## src/rtl/serial_pkg.sv

```systemverilog
// Shared types and helpers for the serial link blocks (transmitter now, receiver later).
package serial_pkg;

  typedef enum logic [1:0] {
    ST_IDLE,
    ST_SHIFT,
    ST_GAP
  } serial_state_e;

  localparam int SERIAL_DIV_MIN = 2;

  // $clog2 collapses to 0 for n<=1, which would give zero-width vectors
  function automatic int safe_width(input int n);
    return (n <= 1) ? 1 : $clog2(n);
  endfunction

endpackage

```

## src/rtl/serial_bitclk.sv

```systemverilog
// Bit-period divider: counts 0..DIV-1 while enabled and flags the first/last cycle of each bit.
// sclk_level is a flop that follows (count >= DIV/2) whenever level_en is set, otherwise it is 0.
module serial_bitclk
  import serial_pkg::*;
#(
  parameter int DIV = 1024
) (
  input  logic clk,
  input  logic rst_n,
  input  logic en,
  input  logic clr,
  input  logic level_en,
  output logic bit_start,
  output logic bit_end,
  output logic sclk_level
);

  localparam int DIV_EFF = (DIV < SERIAL_DIV_MIN) ? SERIAL_DIV_MIN : DIV;
  localparam int CNT_W = safe_width(DIV_EFF);
  localparam logic [CNT_W-1:0] CNT_LAST = CNT_W'(DIV_EFF - 1);
  localparam logic [CNT_W-1:0] CNT_HALF = CNT_W'(DIV_EFF / 2);

  logic [CNT_W-1:0] count;
  logic [CNT_W-1:0] count_nxt;

  always_comb begin
    count_nxt = count;
    if (clr) begin
      count_nxt = '0;
    end else if (en) begin
      count_nxt = (count == CNT_LAST) ? '0 : count + 1'b1;
    end
  end

  // sclk is computed from the next count so the flop output lines up with the count it describes
  always_ff @(posedge clk or negedge rst_n) begin
    if (!rst_n) begin
      count      <= '0;
      sclk_level <= 1'b0;
    end else begin
      count      <= count_nxt;
      sclk_level <= level_en & (count_nxt >= CNT_HALF);
    end
  end

  assign bit_start = (count == '0);
  assign bit_end   = en & (count == CNT_LAST);

endmodule

```

## src/rtl/serial_tx_stream.sv

```systemverilog
// Valid/ready fed synchronous serial transmitter with parametrised width, rate, bit order and gap.
// Optional even parity bit after the data bits when SERIAL_TX_PARITY_EN is defined.
module serial_tx_stream
  import serial_pkg::*;
#(
  parameter int DATA_W    = 8,
  parameter int DIV       = 1024,
  parameter int MSB_FIRST = 0,
  parameter int GAP       = 0
) (
  input  logic              clk,
  input  logic              rst_n,
  input  logic [DATA_W-1:0] in_data,
  input  logic              in_valid,
  output logic              in_ready,
  output logic              sclk,
  output logic              sdata,
  output logic              busy
);

`ifdef SERIAL_TX_PARITY_EN
  localparam int NBITS = DATA_W + 1;
`else
  localparam int NBITS = DATA_W;
`endif
  localparam int BIT_W = $clog2(NBITS + 1);
  localparam logic [BIT_W-1:0] BIT_LAST = BIT_W'(NBITS - 1);
  localparam int GAP_W = safe_width(GAP + 1);
  localparam logic [GAP_W-1:0] GAP_LAST = GAP_W'(GAP);

  serial_state_e     state;
  serial_state_e     state_nxt;
  logic [DATA_W-1:0] shreg;
  logic [DATA_W-1:0] shreg_nxt;
  logic [BIT_W-1:0]  bit_cnt;
  logic [GAP_W-1:0]  gap_cnt;
  logic              handshake;
  logic              bit_start;
  logic              bit_end;
  logic              sclk_level;
`ifdef SERIAL_TX_PARITY_EN
  logic              parity;
`endif

  assign in_ready  = (state == ST_IDLE);
  assign handshake = in_valid & in_ready;
  assign sclk      = sclk_level;

  serial_bitclk #(.DIV(DIV)) u_bitclk (
    .clk        (clk),
    .rst_n      (rst_n),
    .en         (state != ST_IDLE),
    .clr        (handshake),
    .level_en   (state == ST_SHIFT),
    .bit_start  (bit_start),
    .bit_end    (bit_end),
    .sclk_level (sclk_level)
  );

  function automatic logic first_bit(input logic [DATA_W-1:0] w);
    return (MSB_FIRST != 0) ? w[DATA_W-1] : w[0];
  endfunction

  always_comb begin
    shreg_nxt = (MSB_FIRST != 0) ? (shreg << 1) : (shreg >> 1);
  end

  always_comb begin
    state_nxt = state;
    case (state)
      ST_IDLE:  if (handshake) state_nxt = ST_SHIFT;
      ST_SHIFT: if (bit_end && bit_cnt == BIT_LAST) state_nxt = (GAP > 0) ? ST_GAP : ST_IDLE;
      ST_GAP:   if (bit_end && gap_cnt == GAP_LAST) state_nxt = ST_IDLE;
      default:  state_nxt = ST_IDLE;
    endcase
  end

  always_ff @(posedge clk or negedge rst_n) begin
    if (!rst_n) begin
      state <= ST_IDLE;
      busy  <= 1'b0;
    end else begin
      state <= state_nxt;
      busy  <= (state_nxt != ST_IDLE);
    end
  end

  // First bit is driven at the handshake edge; later bits change on the last cycle of the previous one
  always_ff @(posedge clk or negedge rst_n) begin
    if (!rst_n) begin
      shreg   <= '0;
      bit_cnt <= '0;
      gap_cnt <= '0;
      sdata   <= 1'b0;
`ifdef SERIAL_TX_PARITY_EN
      parity  <= 1'b0;
`endif
    end else begin
      case (state)
        ST_IDLE: begin
          if (handshake) begin
            shreg   <= in_data;
            bit_cnt <= '0;
            sdata   <= first_bit(in_data);
`ifdef SERIAL_TX_PARITY_EN
            parity  <= ^in_data;
`endif
          end
        end
        ST_SHIFT: begin
          gap_cnt <= '0;
          if (bit_end && bit_cnt != BIT_LAST) begin
            bit_cnt <= bit_cnt + 1'b1;
            shreg   <= shreg_nxt;
`ifdef SERIAL_TX_PARITY_EN
            if (bit_cnt == BIT_W'(DATA_W - 1)) sdata <= parity;
            else sdata <= first_bit(shreg_nxt);
`else
            sdata   <= first_bit(shreg_nxt);
`endif
          end
        end
        ST_GAP: begin
          if (bit_start) gap_cnt <= gap_cnt + 1'b1;
        end
        default: begin
          bit_cnt <= '0;
        end
      endcase
    end
  end

endmodule

```

## config.mk

```make
export PLATFORM = sky130hd
export DESIGN_NAME = serial_tx_stream
export DESIGN_NICKNAME = d
export VERILOG_FILES = /design/src/rtl/serial_pkg.sv /design/src/rtl/serial_bitclk.sv /design/src/rtl/serial_tx_stream.sv
export SDC_FILE = /design/constraint.sdc
export NUM_CORES = 1
export LEC_CHECK = 0
export BUFFER_PORTS_ARGS = -buffer_cell sky130_fd_sc_hd__buf_2
export CORE_ASPECT_RATIO = 0.7
export CORE_MARGIN = 3
export CORE_UTILIZATION = 45
export DETAILED_ROUTE_END_ITERATION = 10
export PLACE_DENSITY = 0.6
export SLEW_MARGIN = 20
export SYNTH_ARGS = -nofsm -noshare
export SYNTH_HDL_FRONTEND = slang
export SYNTH_HIERARCHICAL = 1
export SYNTH_SLANG_ARGS = --single-unit
```

## constraint.sdc

```tcl
create_clock -name clk -period 2.4 [get_ports clk]
set_input_delay 0.12 -clock clk [delete_from_list [all_inputs] [get_ports clk]]
set_output_delay 0.12 -clock clk [all_outputs]
set_load 0.02 [all_outputs]
```

# Word level (Yosys, flattened, before mapping)
# Index checks and enable logic that the tools add are counted.
[totals]
regBits = 28
output_inout_bits = 4
wordCells = 55
[op_classes]
n_addsub = 3
order_cmp = 1
eq_ne = 8
muxes = 18
n_bitwise = 5
n_reduce_logical = 12
[ops]
columns = ["cell", "n"]
rows = [
  ["$mux 10", 3],
  ["$mux 8", 2],
  ["$pmux 8 s2", 1],
  ["$pmux 4 s3", 1],
  ["$add 10x1->10 const B", 1],
  ["$eq 10x10->1 const B", 1],
  ["$ge 10x10->1 const B", 1],
  ["$logic_not 10->1", 1],
  ["$mux 4", 2],
  ["$reduce_bool 2->1", 4],
  ["$mux 2", 3],
  ["$pmux 2 s3", 1],
  ["$reduce_and 3->1", 2],
  ["$add 4x1->4 const B", 1],
  ["$eq 4x3->1 const B", 1],
  ["$ne 2x2->1 const B", 2],
  ["$ne 4x3->1 const B", 1],
  ["$pmux 1 s2", 2],
  ["$and 1x1->1", 3],
  ["$logic_and 1x1->1", 3],
  ["$mux 1", 3],
  ["$eq 2x1->1 const B", 1],
  ["$eq 2x2->1 const B", 1],
  ["$logic_not 2->1", 1],
  ["other kinds (4)", 5],
]

# Logic depth before layout (Yosys ltp)
# Gate-level depths: netlist of run 1.
[depth]
word_depth = 6
mapped_depth = 9
depth_no_buf = 7

# Modules after synthesis
# Netlist of run 1, hierarchy kept.
[modules_own_cells]
columns = ["module", "instances", "cells_each", "area_each_um2", "seq_area_each_um2"]
rows = [
  ["serial_tx_stream", 1, 85, 918.4, 400.4],
  ["serial_bitclk", 1, 64, 655.6, 275.3],
]

# Worst setup path before layout of run 1
# OpenSTA, ideal clock, no wires.
[synth_path]
path_type = "register to register"
start = "reg state[0]"
end = "reg bit_cnt[3]"
setup_time_ns = 0.121
arrival_ns = 1.722
slack_ns = 0.557
path_stages_with_launch = 10
path_buffers = 3
synth_period_minus_slack_ns = 1.843
path_cell_list = "dfrtp_1 -> buf_6 -> or2_1 -> buf_4 -> nand2_4 -> nor3_1 -> buf_2 -> nand4_1 -> mux2_1 -> o2bb2ai_1"
[synth_via]
elab_chain_cells = 5
[synth_rtl]
columns = ["element", "line_no", "rtl"]
rows = [
  ["start, declared", "serial_tx_stream.sv:31", "serial_state_e state;"],
  ["start signal, assigned", "serial_tx_stream.sv:83", "state <= state_nxt;"],
  ["$reduce_bool 2->1", "serial_tx_stream.sv:52", ".en (state != ST_IDLE),"],
  ["$and 1x1->1", "serial_bitclk.sv:47", "assign bit_end = en & (count == CNT_LAST);"],
  ["net bit_end", "serial_tx_stream.sv:39", "logic bit_end;"],
  ["$logic_and 1x1->1", "serial_tx_stream.sv:112", "if (bit_end && bit_cnt != BIT_LAST) begin"],
  ["$ne 2x2->1 (no line)", "n/a", ""],
  ["$reduce_and 3->1 (no line)", "n/a", ""],
  ["end signal, assigned", "serial_tx_stream.sv:113", "bit_cnt <= bit_cnt + 1'b1;"],
  ["end, declared", "serial_tx_stream.sv:35", "logic [BIT_W-1:0] bit_cnt;"],
]
# The timed path passes the listed nets, and every way through them passes these cells.
# A chain may end at the register's enable or synchronous reset.

# Worst setup path in the final report of run 1
[layout_path]
start = "reg u_bitclk.count[0]"
end = "reg shreg[5]"
[layout_via]
elab_chain_cells = 5
[layout_rtl]
columns = ["element", "line_no", "rtl"]
rows = [
  ["start, declared", "serial_bitclk.sv:23", "logic [CNT_W-1:0] count;"],
  ["start signal, assigned", "serial_bitclk.sv:41", "count <= count_nxt;"],
  ["$eq 10x10->1", "serial_bitclk.sv:47", ""],
  ["$and 1x1->1", "serial_bitclk.sv:47", ""],
  ["net bit_end", "serial_tx_stream.sv:39", ""],
  ["$logic_and 1x1->1", "serial_tx_stream.sv:112", ""],
  ["$ne 2x2->1 (no line)", "n/a", ""],
  ["$reduce_and 3->1 (no line)", "n/a", ""],
  ["end signal, assigned", "serial_tx_stream.sv:102", "shreg <= in_data;"],
  ["end signal, assigned", "serial_tx_stream.sv:114", "shreg <= shreg_nxt;"],
  ["end, declared", "serial_tx_stream.sv:33", "logic [DATA_W-1:0] shreg;"],
]
# The timed path passes the listed nets, and every way through them passes these cells.

==> impl_metrics.tcl, run 1 <==
set metrics [dict create \
    drc 0 \
    die_h_um 55.5 \
    num_vias 1160 \
    root_buffer "clkbuf_8" \
    setup_viol 0 \
    p_int_w 0.000778 \
    fin_hold_ws_ps 182 \
    yosysSeqAreaShare 0.429 \
    synthMuxAreaShare 0.0199 \
    io_buffers 14 \
    cts_tree "done" \
    dieArea_sq_um 4250 \
    worstRegToRegCells 6 \
    crit_path_start_kind "flip-flop" \
    timing.rr.end "shreg[5]" \
    drv_slew 0 \
    synth_area_sq_um 1570 \
    grtUsageMet3 0.0423 \
    synth_edf_count 0 \
    drt_iter0_markers 95 \
    core-area_sq_um 3250 \
    path_clk_slew_ps 90 \
    post_drt_wl_per_cell_um 14.2 \
    hold_class "input pin to flip-flop" \
    leakagePower_nw 0.740 \
    use_met1 0.240 \
    reg2reg_from "u_bitclk/count[0]" \
    gr-total-overflow 0 \
    routed_wirelength_mm 3.02 \
    drv_cap 0 \
    gr-usage-met2 0.205 \
    synth.top_cell.area_share 0.429 \
    insertedDiodeCount 0 \
    p_seq_frac 0.558 \
    r2r_setup_slack_ps 570 \
    worstPathMaxFanout 9 \
    relSlewSlack 0.600 \
    avgViaCountPerCell 5.45 \
    rows 17 \
    grt_pass1_wl_mm 5.25 \
    hpwl_mm 2.30 \
    ys_ff_latch 27 \
    holdCritStartpoint "in_valid" \
    area_growth_pct 10.5 \
    setup_slack_ps 569 \
    synth_top_family_by_area "simple AND/OR/NAND/NOR gates" \
    postPlaceCellArea_sq_um 1680 \
    die_w_um 76.7 \
    finalCritPeriodShare 0.763 \
    clock_path_buffers 2 \
    comb_power_share 0.224 \
    period_minus_slack_ps 1830 \
    swShare 0.337 \
    final_layout_size_suffix_gt1_frac 0.217 \
    place_ws_ps 556 \
    grt_max_degree 28 \
    grt.busiest_layer "met1" \
    synth-compound-area-share 0.155 \
    crit_type "flip-flop to flip-flop" \
    antenna_found_initial 0 \
    power.density_nw_per_um2 675 \
    yosys.area_share.xor_xnor 0.0390 \
    clkLatencyLatePin_ps 270 \
    nets 181 \
    io_pins 15 \
    rsz0062_at_grt "no" \
    fmax_mhz 546 \
    fillers 308 \
    whs_endpoint "state[0]" \
    yosys-top-cells-area "dfrtp_1 (43%), o221a_1 (5.0%), nor2_1 (3.6%)" \
    numCtsBuffers 3 \
    worst_slew_pin_slew_ps 600 \
    synthFlopType "dfrtp_1" \
    synth.distinct_cells 50 \
    syn_area_per_cell_sq_um 10.6 \
    power_frac_clock 0.219 \
    async_reset_ff_frac 1.00 \
    track_usage 0.150 \
    syn-instance-count 149 \
    end_kind "flip-flop" \
    cts_sinks 27 \
    cts.htree.levels 1 \
    syn_nets 163 \
    yosys.area_share.simple 0.283 \
    drt_first_pass_iters 4 \
    status "finished, final reports clean" \
    worstPathRequired_ps 2560 \
    crit_arrival_ps 1990 \
    min_path_cells 3 \
    netSwitchingPower_w 0.000396 \
    grt_pass1_vias 1086 \
    finalHoldViolCount 0 \
    ys_warn_count 6 \
    fin_area_sq_um 1740 \
    floorplan.initialDensity 0.484 \
    yosys.area.top_type "dfrtp_1" \
    antenna_left 0 \
    synth-adder-area-share 0.0238 \
    skew_ps 2.96 \
    final.setup.tns_ps 0 \
    place.gp.congestion 0.846 \
    ir_drop_uv 330 \
]
-- kinds of logic after synthesis --
kind of cell / after synthesis
buffers and inverters: 13
AO/OA/AOI/OAI: 27
XOR/XNOR: 7
AND/OR/NAND/NOR: 69
adder cells (fa/ha/maj): 3
flip-flops: 27
multiplexers: 3
-- Yosys cell counts, types with 2 or more instances --
cell type  number
o211ai_1        2
nand4_1         5
nand2_1        10
or2_1           2
nand2b_1        4
mux2i_1         2
xnor2_1         3
inv_1           6
and3_1          2
dfrtp_1        27
xor2_1          4
o221a_1         7
nor3_2          2
nor2_1         15
a211oi_1        2
buf_2           3
or2b_1          5
nand3b_1        4
nor4_1          2
nand3_1         2
ha_1            3
and2_1          2
a21oi_1         4
o21ai_0         2
buf_6           3
nor3_1          2
-- power by group through the flow --
stage,Clock (W),Combinational (W),Sequential [W]
finish,0.000257,0.000262,0.000655
CTS,0.000272,0.000268,0.000654
detailed placement,0,0.000267,0.000661
floorplan,0,0.000208,0.000640
global route,0.000286,0.000301,0.000670
global placement,0,0.000259,0.000662
-- per-layer routing --
metal | wire (um) | vias up
met3 | 113 | 2
met4 | 12 | 0
li1 | - | 571
met1 | 1650 | 569
met5 | 0 | -
met2 | 1240 | 18
-- repair_timing --
action / in CTS / in global routing
hold endpoints to repair: 27 / 0
buffers inserted: 0 / 0
hold buffers: 1 / 0
resized for setup: 0 / 0
-- sequential cells by signal (all words and copies together) (netlist names) --
register,count
bit_cnt,4
busy,1
gap_cnt,1
shreg,8
state,2
u_bitclk/count,10
u_bitclk/sclk_level,1
-- critical path: stages, from the launching register on --
cell	delay, ps
dfrtp_1	430
ha_1	280
nand2_4	100
nor3_1	260
buf_4	210
nand3_2	150
o221a_1	290
-- cell type report --
cell class / count / area, sq um / share of cell area
well taps: 47 / 58.8 / 0.0338
inverters: 6 / 22.5 / 0.0129
multi-input cells: 109 / 820 / 0.471
clock buffers: 4 / 45.0 / 0.0259
flip-flops and latches: 27 / 676 / 0.388
repair buffers: 20 / 118 / 0.0676
-- metrics by stage --
| step | std cells | power [W] | utilization |
|---|---|---|---|
| 6_report | 213 | 0.00117 | 0.534 |
| 5_1_grt | 213 | 0.00126 | 0.534 |
| 4_1_cts | 213 | 0.00119 | 0.534 |
| 3_5_place_dp | 208 | 0.000928 | 0.517 |
| 3_3_place_gp | 208 | 0.000921 | 0.517 |
| 2_1_floorplan | 149 | 0.000848 | - |
-- worst max-delay path by stage --
| stage | to | slack [ps] | from | cells past startpoint |
|---|---|---|---|---|
| global route | shreg[0] | 370 | u_bitclk/count[0] | 6 |
| finish | shreg[5] | 570 | u_bitclk/count[0] | 6 |
| global placement | shreg[1] | 630 | u_bitclk/count[0] | 6 |
| detailed placement | shreg[5] | 560 | u_bitclk/count[0] | 6 |
| floorplan | bit_cnt[3] | 560 | state[0] | 9 |
| CTS | shreg[5] | 540 | u_bitclk/count[0] | 6 |
-- placed cells by master (no fill, tap or decap), types with 3 or more instances in the layout --
cell type / count
a21oi_1: 4
buf_2: 14
buf_4: 5
clkbuf_8: 3
dfrtp_1: 27
ha_1: 3
inv_1: 6
nand2_1: 10
nand2b_1: 4
nand3b_1: 4
nand4_1: 5
nor2_1: 15
o221a_1: 7
or2b_1: 5
xnor2_1: 3
xor2_1: 4
Note: power is estimated with default switching activity, not from simulation.
==> run 2, diff against run 1 <==
--- a/config.mk
+++ b/config.mk
@@ -10,7 +10,7 @@
 export CORE_MARGIN = 3
 export CORE_UTILIZATION = 45
 export DETAILED_ROUTE_END_ITERATION = 10
-export PLACE_DENSITY = 0.6
+export PLACE_DENSITY = 0.63
 export SLEW_MARGIN = 20
 export SYNTH_ARGS = -nofsm -noshare
 export SYNTH_HDL_FRONTEND = slang
==> constraint.sdc (replaced) <==
create_clock -name clk -period 1.65 [get_ports clk]
set_input_delay 0.0825 -clock clk [delete_from_list [all_inputs] [get_ports clk]]
set_output_delay 0.0825 -clock clk [all_outputs]
set_load 0.02 [all_outputs]
==> run 2 against run 1 <==
Compared with the run above: the flow now finishes with violations (negative setup slack); utilization is 6.0 points higher; register-to-register slack worse by 580 ps; highest routed layer unchanged; design area grew 11%; fmax up 10%; worst hold slack got worse by 60 ps; critical path depth increased by 2; cell count up 7.5%; sequential share of layout area fell by 3.9 points; die area is the same; sequential power rose by 35%; combinational power grew to 2.6 times the previous value.
==> impl_metrics.tcl, run 2 (synthesis results as in run 1) <==
set metrics [dict create \
    post_drt_wl_per_cell_um 15.4 \
    finalHoldViolCount 0 \
    end_kind "flip-flop" \
    power.total_w 0.00197 \
    final_layout_size_suffix_gt1_frac 0.335 \
    gr-total-overflow 0 \
    cp-startpoint "u_bitclk/count[1]" \
    worstRegToRegCells 8 \
    comb_power_share 0.351 \
    path_cells "inv_1 > ha_1 > nand3b_1 > nor4_2 > buf_4 > nor3b_2 > a21oi_2 > o21ai_1" \
    relSlewSlack 0.593 \
    timing.rr.end "gap_cnt" \
    grt_max_degree 28 \
    finalCritPeriodShare 1.01 \
    grtUsageMet3 0.0423 \
    place.gp.congestion 0.881 \
    instances_no_fill 229 \
    crit_path_start_kind "flip-flop" \
    regMostFlops "u_bitclk/count" \
    setup_slack_ps -13.7 \
    root_buffer "clkbuf_8" \
    worst_slew_pin_slew_ps 611 \
    antenna_left 0 \
    rsz0062_at_grt "yes" \
    grt_pass1_wl_mm 6.21 \
    routed_wirelength_mm 3.54 \
    gr-usage-met2 0.275 \
    fmax_mhz 601 \
    reg2reg_from "u_bitclk/count[1]" \
    clkLatencyLatePin_ps 290 \
    crit_type "flip-flop to flip-flop" \
    path_clk_slew_ps 90 \
    cp_slowest_cell "dfrtp_1" \
    track_usage 0.183 \
    skew_ps 6.20 \
    num_vias 1241 \
    drv_cap 0 \
    die_w_um 76.7 \
    use_met1 0.261 \
    setup_viol 1 \
    violations "negative setup slack" \
    avgViaCountPerCell 5.42 \
    fin_area_sq_um 1930 \
    crit_path_end "gap_cnt" \
    min_path_cells 3 \
    nets 197 \
    fillers 294 \
    final_common_cell "dfrtp_1" \
    drt_first_pass_iters 4 \
    p_int_w 0.00129 \
    core-area_sq_um 3250 \
    grt.busiest_layer "met2" \
    place_ws_ps -39.9 \
    largest_register_ffs 10 \
    cts_sinks 27 \
    reg.largest.list "u_bitclk/count: 10 flops, shreg: 8 flops, bit_cnt: 4 flops" \
    numCtsBuffers 3 \
    io_pins 15 \
    netSwitchingPower_w 0.000688 \
    cts.htree.levels 1 \
    hpwl_mm 2.58 \
    antenna_found_initial 0 \
    die_h_um 55.5 \
    dieArea_sq_um 4250 \
    r2r_setup_slack_ps -10 \
    area_growth_pct 22.9 \
    layout_common_cells "dfrtp_1 (27), buf_4 (20), nor2_1 (15)" \
    worstPathMaxFanout 5 \
    floorplan.initialDensity 0.484 \
    final.setup.tns_ps -13.7 \
    power.density_nw_per_um2 1020 \
    dp_cells 221 \
    swShare 0.348 \
    crit_arrival_ps 1880 \
    power_frac_clock 0.202 \
    hold_class "input pin to flip-flop" \
    status "finished with violations" \
    leakagePower_nw 0.840 \
    p_seq_frac 0.447 \
    io_buffers 14 \
    insertedDiodeCount 0 \
    cpPeakStageDelay_ps 450 \
    worstPathRequired_ps 1860 \
    drt_iter0_markers 44 \
    grt_pass1_vias 1257 \
    cts_tree "done" \
    drc 0 \
    drv_slew 0 \
    ir_drop_uv 661 \
    clock_path_buffers 2 \
    postPlaceCellArea_sq_um 1800 \
    rows 17 \
    period_minus_slack_ps 1660 \
]
run 2: changes by cell type in the layout (fill, tap and decap cells not counted), sizes merged:
cell	change
buf	+16
clkbuf	-1
clkinvlp	+1
run 2: repair_timing:
action | CTS | global route
endpoints found under the setup margin | 8 | 15
endpoints found under the hold margin | 27 | 0
pin swaps | 0 | 2
setup buffers | 1 | 2
gates resized for setup | 3 | 7
hold buffers | 1 | 0
run 2: cell type report:
cell class              instances  area [sq um]  share of cell area
clock buffers                   3          41.3              0.0213
clock inverters                 1          7.51             0.00388
inverters                       6          22.5              0.0116
multi-input cells             109           887               0.459
flip-flops and latches         27           676               0.349
well taps                      47          58.8              0.0304
repair buffers                 36           241               0.125
run 2: how the worst min path moves through the flow:
stage / start / endpoint
after floorplan: rst_n / bit_cnt[0]
after global placement: rst_n / u_bitclk/count[7]
after detailed placement: rst_n / shreg[0]
after CTS: in_valid / state[0]
after global routing: in_valid / state[0]
final: in_valid / state[0]
run 2: critical path, delay by kind of cell (launching register included):
family / cells / cell delay, ps
AOI/OAI and AO/OA: 2 / 170
adders and majority gates: 1 / 170
buffers and inverters: 2 / 240
DFF: 1 / 450
and+or+nand+nor: 3 / 560
run 2: stage by stage:
stage / util / hold WS [ps]
finish: 0.594 / 122
global route: 0.594 / 133
CTS: 0.580 / 115
detailed placement: 0.554 / 133
global placement: 0.554 / 131
floorplan: - / -213
run 2: metal layers:
metal,vias to the layer above,part of all wire
met5,-,0
met4,0,0.0099
met3,5,0.044
met2,26,0.43
met1,606,0.51
li1,604,-
run 2: power groups by stage:
| stage | clock network, W | registers (W) | logic, W |
|---|---|---|---|
| detailed placement | 0 | 0.000883 | 0.000650 |
| CTS | 0.000413 | 0.000877 | 0.000666 |
| finish | 0.000399 | 0.000883 | 0.000692 |
| floorplan | 0 | 0.000931 | 0.000321 |
| global placement | 0 | 0.000886 | 0.000627 |
| global route | 0.000443 | 0.000902 | 0.000764 |
==> run 3, diff against run 2 <==
--- a/config.mk
+++ b/config.mk
@@ -7,7 +7,7 @@
 export LEC_CHECK = 0
 export BUFFER_PORTS_ARGS = -buffer_cell sky130_fd_sc_hd__buf_2
 export CORE_ASPECT_RATIO = 0.7
-export CORE_MARGIN = 3
+export CORE_MARGIN = 5
 export CORE_UTILIZATION = 45
 export DETAILED_ROUTE_END_ITERATION = 10
 export PLACE_DENSITY = 0.63
==> run 3 against run 2 <==
Compared with the run above: the flow now finishes without violations; die area is 13% higher; count of clock-buffer cells in the layout rose by 1; worst setup slack improved by 97 ps; utilization is 2.6 points lower; design area increased by 1.3%; register-to-register slack gained 97 ps; global-route usage is 3.4 points lower; clock skew fell by 4.3 ps; worst hold slack better by 16 ps; flip-flop and latch count is the same; cell count is 2.6% higher; non-clock buffer count grew 3.
==> impl_metrics.tcl, run 3 (synthesis results as in run 1) <==
set metrics [dict create \
    status "finished, final reports clean" \
    relSlewSlack 0.590 \
    fmax_mhz 638 \
    num_vias 1228 \
    drc 0 \
    cts_tree "done" \
    timing.rr.end "bit_cnt[3]" \
    fin_hold_ws_ps 139 \
    io_buffers 14 \
    insertedDiodeCount 0 \
    period_minus_slack_ps 1570 \
    power.density_nw_per_um2 1010 \
    drt_iter0_markers 94 \
    drv_cap 0 \
    die_h_um 59.5 \
    dieArea_sq_um 4800 \
    crit_type "flip-flop to flip-flop" \
    min_path_cells 3 \
    final_common_cell "dfrtp_1" \
    gr-total-overflow 0 \
    cts_sinks 27 \
    io_pins 15 \
    leakagePower_nw 0.855 \
    antenna_left 0 \
    cpPeakStageDelay_ps 420 \
    hpwl_mm 2.44 \
    r2r_setup_slack_ps 80 \
    skew_ps 1.91 \
    regMostFlops "u_bitclk/count" \
    clock_path_buffers 2 \
    ir_drop_uv 689 \
    finalCritPeriodShare 0.950 \
    path_clk_slew_ps 90 \
    place.gp.congestion 0.819 \
    drt_first_pass_iters 4 \
    end_kind "flip-flop" \
    worstPathMaxFanout 4 \
    root_buffer "clkbuf_8" \
    hold_class "input pin to flip-flop" \
    nets 200 \
    worst_slew_pin_slew_ps 615 \
    crit_arrival_ps 1730 \
    grt_pass1_wl_mm 5.53 \
    drv_slew 0 \
    grt_pass1_vias 1151 \
    numCtsBuffers 3 \
    cp-startpoint "u_bitclk/count[0]" \
    track_usage 0.149 \
    cp_slowest_cell "dfrtp_1" \
    power.total_w 0.00199 \
    avgViaCountPerCell 5.23 \
    cts.htree.levels 1 \
    worstRegToRegCells 6 \
    holdCritStartpoint "in_valid" \
    layout_common_cells "dfrtp_1 (26), buf_4 (23), nor2_1 (15)" \
    reg2reg_from "u_bitclk/count[0]" \
    final_layout_size_suffix_gt1_frac 0.341 \
    path_cells "ha_4 > nand2_8 > nor3_4 > nand4_1 > mux2_4 > o2bb2ai_1" \
    finalHoldViolCount 0 \
    setup_viol 0 \
    core-area_sq_um 3450 \
    largest_register_ffs 10 \
    whs_endpoint "state[0]" \
    worstPathRequired_ps 1810 \
    post_drt_wl_per_cell_um 14.4 \
    area_growth_pct 24.5 \
    rows 18 \
    final.setup.tns_ps 0 \
    floorplan.initialDensity 0.457 \
    grt_max_degree 28 \
    routed_wirelength_mm 3.39 \
    reg.largest.list "u_bitclk/count: 10 flops, shreg: 8 flops, bit_cnt: 4 flops" \
    die_w_um 80.7 \
    antenna_found_initial 0 \
    clkLatencyLatePin_ps 270 \
    crit_path_start_kind "flip-flop" \
]
-- run 3: final cells by class --
class                      instances  area, sq um
tap                               50         62.6
timing repair buffer              39          264
inverter                           6         22.5
sequential                        27          677
multi-input combinational        109          888
fill                             322         1490
clock buffer                       4         45.0
-- run 3: worst max-delay path: cells and delay by family, from the launching register on --
kind            cells  cell delay, ps
flops               1             420
simple gates        3             410
fa+ha+maj           1             190
mux                 1             310
compound gates      1             120
-- run 3: routing by layer --
layer	share of wire	wire length, um	GRT usage	up-vias
met2	0.43	1460	0.217	27
met3	0.058	198	0.0471	4
li1	-	-	-	603
met4	0.0077	26	0.0145	0
met1	0.50	1700	0.223	594
met5	0	0	0	-
-- run 3: worst max-delay path by stage --
stage | slack [ps] | end
3_5_place_dp | -2 | shreg[3]
5_1_grt | -10 | bit_cnt[3]
3_3_place_gp | -9 | gap_cnt
2_1_floorplan | -130 | bit_cnt[3]
6_report | 80 | bit_cnt[3]
4_1_cts | 3 | shreg[3]
-- run 3: what timing repair did --
action,4_1_cts,5_1_grt
gates resized for setup,1,9
hold buffers,1,0
buffers inserted,2,3
pin swaps,0,5
endpoints found under the setup margin,6,14
endpoints found under the hold margin,27,0
-- run 3: power by group --
part           internal (W)  leakage (nW)  switching (W)
registers          0.000786         0.322      0.0000967
clock network      0.000173        0.0228       0.000202
logic              0.000355         0.511       0.000374
-- run 3: stage by stage --
step	instance area, sq um	instances	util	worst slack [ps]
after CTS	1890	232	0.548	3.42
after global routing	1960	235	0.569	-9.84
after floorplan	1600	149	-	-127
after detailed placement	1810	225	0.526	-2.10
after global placement	1810	225	0.526	-9.16
final	1960	235	0.569	83.1
